### config.mk
export PLATFORM = sky130hd
export DESIGN_NAME = usr_shift_controller
export DESIGN_NICKNAME = d
export VERILOG_FILES = /design/src/rtl/usr_shift_controller.sv
export SDC_FILE = /design/constraint.sdc
export NUM_CORES = 1
export LEC_CHECK = 0
export ABC_AREA = 1
export ABC_CLOCK_PERIOD_IN_PS = 1930
export CORE_MARGIN = 2
export CORE_UTILIZATION = 42
export DETAILED_ROUTE_END_ITERATION = 12
export PLACE_DENSITY = 0.74
export SYNTH_ARGS = -nofsm -noshare
export SYNTH_HDL_FRONTEND = slang
export SYNTH_SLANG_ARGS = --single-unit
### constraint.sdc
create_clock -name clk -period 1.93 [get_ports clk]
set_clock_uncertainty 0.05 [all_clocks]
set_input_delay 0.386 -clock clk [delete_from_list [all_inputs] [get_ports clk]]
set_output_delay 0.386 -clock clk [all_outputs]
set_load 0.05 [all_outputs]
### src/rtl/usr_shift_controller.sv
// usr_shift_controller
// Arbitrates a serializer (TX) and a deserializer (RX) that share one 4-bit
// universal shift register. TX words go out LSB first on sout. RX words are
// collected LSB first from sin and presented for one cycle on rx_data/rx_valid.
module usr_shift_controller (
    input  logic       clk,
    input  logic       rst,
    input  logic       tx_valid,
    input  logic [3:0] tx_data,
    output logic       tx_ready,
    input  logic       rx_req,
    input  logic       sin,
    output logic       sout,
    output logic       sout_en,
    output logic       rx_valid,
    output logic [3:0] rx_data,
    output logic [1:0] sel,
    output logic [3:0] q,
    output logic       busy
);

    typedef enum logic [1:0] {
        ST_IDLE     = 2'd0,
        ST_SHIFT_TX = 2'd1,
        ST_SHIFT_RX = 2'd2,
        ST_RX_DONE  = 2'd3
    } state_t;

    localparam logic       PRI_TX     = 1'b0;
    localparam logic       PRI_RX     = 1'b1;
    localparam logic [1:0] SEL_HOLD   = 2'b00;
    localparam logic [1:0] SEL_SHR    = 2'b01;
    localparam logic [1:0] SEL_SHL    = 2'b10;
    localparam logic [1:0] SEL_LOAD   = 2'b11;

    state_t     state_r;
    state_t     state_nxt_s;
    logic [1:0] cnt_r;
    logic [1:0] cnt_nxt_s;
    logic       pri_r;
    logic       pri_nxt_s;
    logic [3:0] q_r;
    logic [1:0] sel_s;
    logic       fill_s;
    logic       idle_s;
    logic       tx_win_s;
    logic       rx_win_s;

    // Universal register next value for a given operation and fill bit.
    function automatic logic [3:0] usr_next(input logic [3:0] cur,
                                            input logic [1:0] op,
                                            input logic       fill,
                                            input logic [3:0] load);
        logic [3:0] res;
        case (op)
            SEL_HOLD: res = cur;
            SEL_SHR:  res = {fill, cur[3:1]};
            SEL_SHL:  res = {cur[2:0], fill};
            SEL_LOAD: res = load;
            default:  res = cur;
        endcase
        return res;
    endfunction

    assign idle_s = (state_r == ST_IDLE);

    // Grant decision: a lone requester wins; on contention the pointer decides.
    assign tx_win_s = idle_s & tx_valid & (!rx_req   | (pri_r == PRI_TX));
    assign rx_win_s = idle_s & rx_req   & (!tx_valid | (pri_r == PRI_RX));

    // Next-state, counter, pointer and register-operation selection.
    always_comb begin
        state_nxt_s = state_r;
        cnt_nxt_s   = cnt_r;
        pri_nxt_s   = pri_r;
        sel_s       = SEL_HOLD;
        fill_s      = 1'b0;
        case (state_r)
            ST_IDLE: begin
                if (tx_win_s) begin
                    sel_s       = SEL_LOAD;
                    cnt_nxt_s   = 2'd0;
                    state_nxt_s = ST_SHIFT_TX;
                    // Pointer only moves when both sides were asking.
                    pri_nxt_s   = rx_req ? PRI_RX : pri_r;
                end else if (rx_win_s) begin
                    sel_s       = SEL_HOLD;
                    cnt_nxt_s   = 2'd0;
                    state_nxt_s = ST_SHIFT_RX;
                    pri_nxt_s   = tx_valid ? PRI_TX : pri_r;
                end else begin
                    sel_s       = SEL_HOLD;
                end
            end
            ST_SHIFT_TX: begin
                sel_s     = SEL_SHR;
                fill_s    = 1'b0;
                cnt_nxt_s = cnt_r + 2'd1;
                if (cnt_r == 2'd3) begin
                    state_nxt_s = ST_IDLE;
                end else begin
                    state_nxt_s = ST_SHIFT_TX;
                end
            end
            ST_SHIFT_RX: begin
                // Shifting right with sin as fill lands the first bit in q[0].
                sel_s     = SEL_SHR;
                fill_s    = sin;
                cnt_nxt_s = cnt_r + 2'd1;
                if (cnt_r == 2'd3) begin
                    state_nxt_s = ST_RX_DONE;
                end else begin
                    state_nxt_s = ST_SHIFT_RX;
                end
            end
            ST_RX_DONE: begin
                sel_s       = SEL_HOLD;
                state_nxt_s = ST_IDLE;
            end
            default: begin
                sel_s       = SEL_HOLD;
                state_nxt_s = ST_IDLE;
            end
        endcase
    end

    // State, counter, priority pointer and shared shift register.
    always_ff @(posedge clk) begin
        if (rst) begin
            state_r <= ST_IDLE;
            cnt_r   <= 2'd0;
            pri_r   <= PRI_TX;
            q_r     <= 4'd0;
        end else begin
            state_r <= state_nxt_s;
            cnt_r   <= cnt_nxt_s;
            pri_r   <= pri_nxt_s;
            q_r     <= usr_next(q_r, sel_s, fill_s, tx_data);
        end
    end

    // Outputs derive from registered state and are forced quiet while in reset,
    // which also suppresses a partially shifted word on an aborting reset.
    assign tx_ready = idle_s & !rst & (!rx_req | (pri_r == PRI_TX));
    assign sout_en  = (state_r == ST_SHIFT_TX) & !rst;
    assign sout     = (state_r == ST_SHIFT_TX) & !rst & q_r[0];
    assign rx_valid = (state_r == ST_RX_DONE) & !rst;
    assign rx_data  = q_r;
    assign q        = q_r;
    assign busy     = !idle_s & !rst;
    assign sel      = rst ? SEL_HOLD : sel_s;

endmodule
==> results of run 1 <==
[worst max-delay path, cell delays in order (launching register included)]
cell,delay (ns)
dfxtp_2,0.36
inv_4,0.06
ha_4,0.27
inv_2,0.04
nor2_4,0.11
inv_2,0.06
a21oi_4,0.17
buf_12,0.15
[how the worst max path moves through the flow]
stage | start | end | depth (start not counted)
floorplan | state_r[0] | sel[0] | 6
global placement | tx_valid | sel[0] | 6
detailed placement | tx_valid | sel[0] | 6
CTS | rst | sel[0] | 4
global route | state_r[0] | sel[0] | 7
finish | state_r[0] | sel[0] | 7
[metal layers]
metal / up-vias / track usage
met4: 0 / 0.0545
li1: 363 / -
met5: - / 0
met1: 315 / 0.207
met2: 26 / 0.394
met3: 4 / 0.0809
[repair_timing]
action	in CTS	in global routing
endpoints found under the setup margin	2	4
pin swaps	3	2
gates resized for setup	9	7
setup buffers	2	0
[state kept, by name (all words and copies together), names as in the netlist]
signal,cells
pri_r,1
state_r,2
cnt_r,2
q,4
[kinds of logic (layout without fill, tap and decap cells)]
logic type | Yosys count | in the layout | synth area share
compound gates | 13 | 13 | 0.102
fa+ha+maj | 7 | 7 | 0.137
simple gates | 46 | 46 | 0.334
buf+inv | 19 | 52 | 0.146
flops | 9 | 9 | 0.281
[cell usage in the layout (no fill, tap or decap), drive strengths merged]
cell	count
nor3	1
nor2	11
nand3b	3
dfxtp	9
dlymetal6s2s	1
nand2	19
clkbuf	4
a21oi	10
nand3	11
dlygate4sd2	1
clkdlybuf4s50	6
o21ai	3
buf	27
inv	13
and3	1
ha	7
[through the flow]
stage,setup TNS [ns],total power [mW]
after detailed placement,-0.0442,1.14
final,0,1.39
after global routing,-0.0389,1.46
after CTS,0,1.35
after global placement,0,1.12
after floorplan,0,0.848
[power by group through the flow]
stage / registers [mW] / logic, mW / clock network, mW
global placement: 0.276 / 0.847 / 0
detailed placement: 0.280 / 0.860 / 0
finish: 0.282 / 0.958 / 0.151
global route: 0.287 / 1.02 / 0.159
floorplan: 0.354 / 0.494 / 0
CTS: 0.276 / 0.923 / 0.155
[area by class of cell]
type / instances / area [µm²]
Multi-Input combinational cell: 66 / 425
Fill cell: 112 / 394
Timing Repair Buffer: 35 / 372
Sequential cell: 9 / 183
Inverter: 13 / 51.3
Clock buffer: 4 / 26.3
Tap cell: 16 / 20.0
==> metrics, run 1 <==
Clock Sinks 9; Reg power frac 0.203; Critical Path AT 1.48 ns; sw power 0.682 mW; sequential area share after synthesis 0.281; hold path cells 2; Mapped Cells 94; first-pass GRT wire length 2840 µm; Peak VDD IR 816 µV; Rows 14; diode count 0; clock tree buffer depth 2; Final Cycle Share 0.993; length of routed met3 wiring 108 µm; CTS tree built; Post-Place Worst Slack -0.0442 ns; Post-Layout Inst Area 1080 µm²; CTS Buf Count 3; yosys warns 0; Crit path required time 1.49 ns; initial antenna violation count 0; largest net degree at the start of global routing 9; final core utilization 0.732; Netlist cell types 16; post-layout min period 1.92 ns; vias in the first global route 677; initial DRC count 8; final setup margin 0.0138 ns; Clk pin slew, worst setup/hold paths 0.07 ns; Post-DP HPWL 1230 µm; WHS 0.409 ns; Worst Max-Slew Pin Slew 0.304 ns; drt via density 4.95; CP max FO 4; Synth Area per Inst 6.82 µm²; Detail Route Antenna Nets 0; Yosys top cell by area dfxtp_1; Remaining Overflow, GRT 0; ys async rst share 0; placed cell areas 990 µm²; DIE HEIGHT 43.1 µm; WL per Instance 12.4 µm; fin nets 144; Startpoint Class flop; drt pass-1 iters 4; Fmax 522 MHz; R2R setup slack 0.52 ns; GP Congestion 0.789; Worst Hold Path EP pri_r; vias 708; Synth area leaders dfxtp_1 28%, ha_1 14%, nand2_1 10%; unrepaired setup endpoints after global routing yes; drt drc 0; Hold-fix buffers, CTS 0; Inst Count DP 137; Synth Register Bits 9; Starting Density 0.435; PortBufs 23; Worst R2R End q[3]; Synth top area share 0.281; metal2 WL 942 µm; Setup CP Type flop to output port; final hold violation count 0; pwr dens 1290 nW/µm²; Total GRT Usage 0.208; switching share of power 0.490; I/O pin cnt 24; met1 WL 696 µm; Synth Flop Type dfxtp_1; R2R depth 9; power share of the clock group 0.109; htree depth 1; status complete, no violations; Post-synth EDFFs 0; Max transition margin 0.797; Mapped Nets 110; highest metal used met4; Post-synth top cells 17 x nand2_1, 13 x inv_1, 11 x nand3_1; Internal 0.710 mW; core area 1470 µm²; worst-skew pair later-pin latency 0.27 ns; leak pwr 0.511 nW; FF-to-FF Start state_r[0]; area grow syn2layout 68.2%; die width 43.1 µm; aggregate routed wire length 1780 µm; max_cap viols 0; Setup crit end kind output port; top-count cell post-synth nand2_1; hold path startpoint pri_r; # setup viols final 0; Slew Limit Fails 0; HP Class flop to flop; CTS root buf clkbuf_4; share of layout cells above drive strength 1 0.354; DIE AREA 1850 µm²; Synth Cell Area 641 µm²; Post-Layout Cell Count 143; logic gate share of total power 0.689
No activity file was read; power rests on OpenSTA's default activity.
==> inputs of run 2 (changes only) <==
Settings changed: CTS_CLUSTER_DIAMETER set to 60.
==> results of run 2 <==
Same layout as run 1: the final DEF is identical, and so are final timing and power.
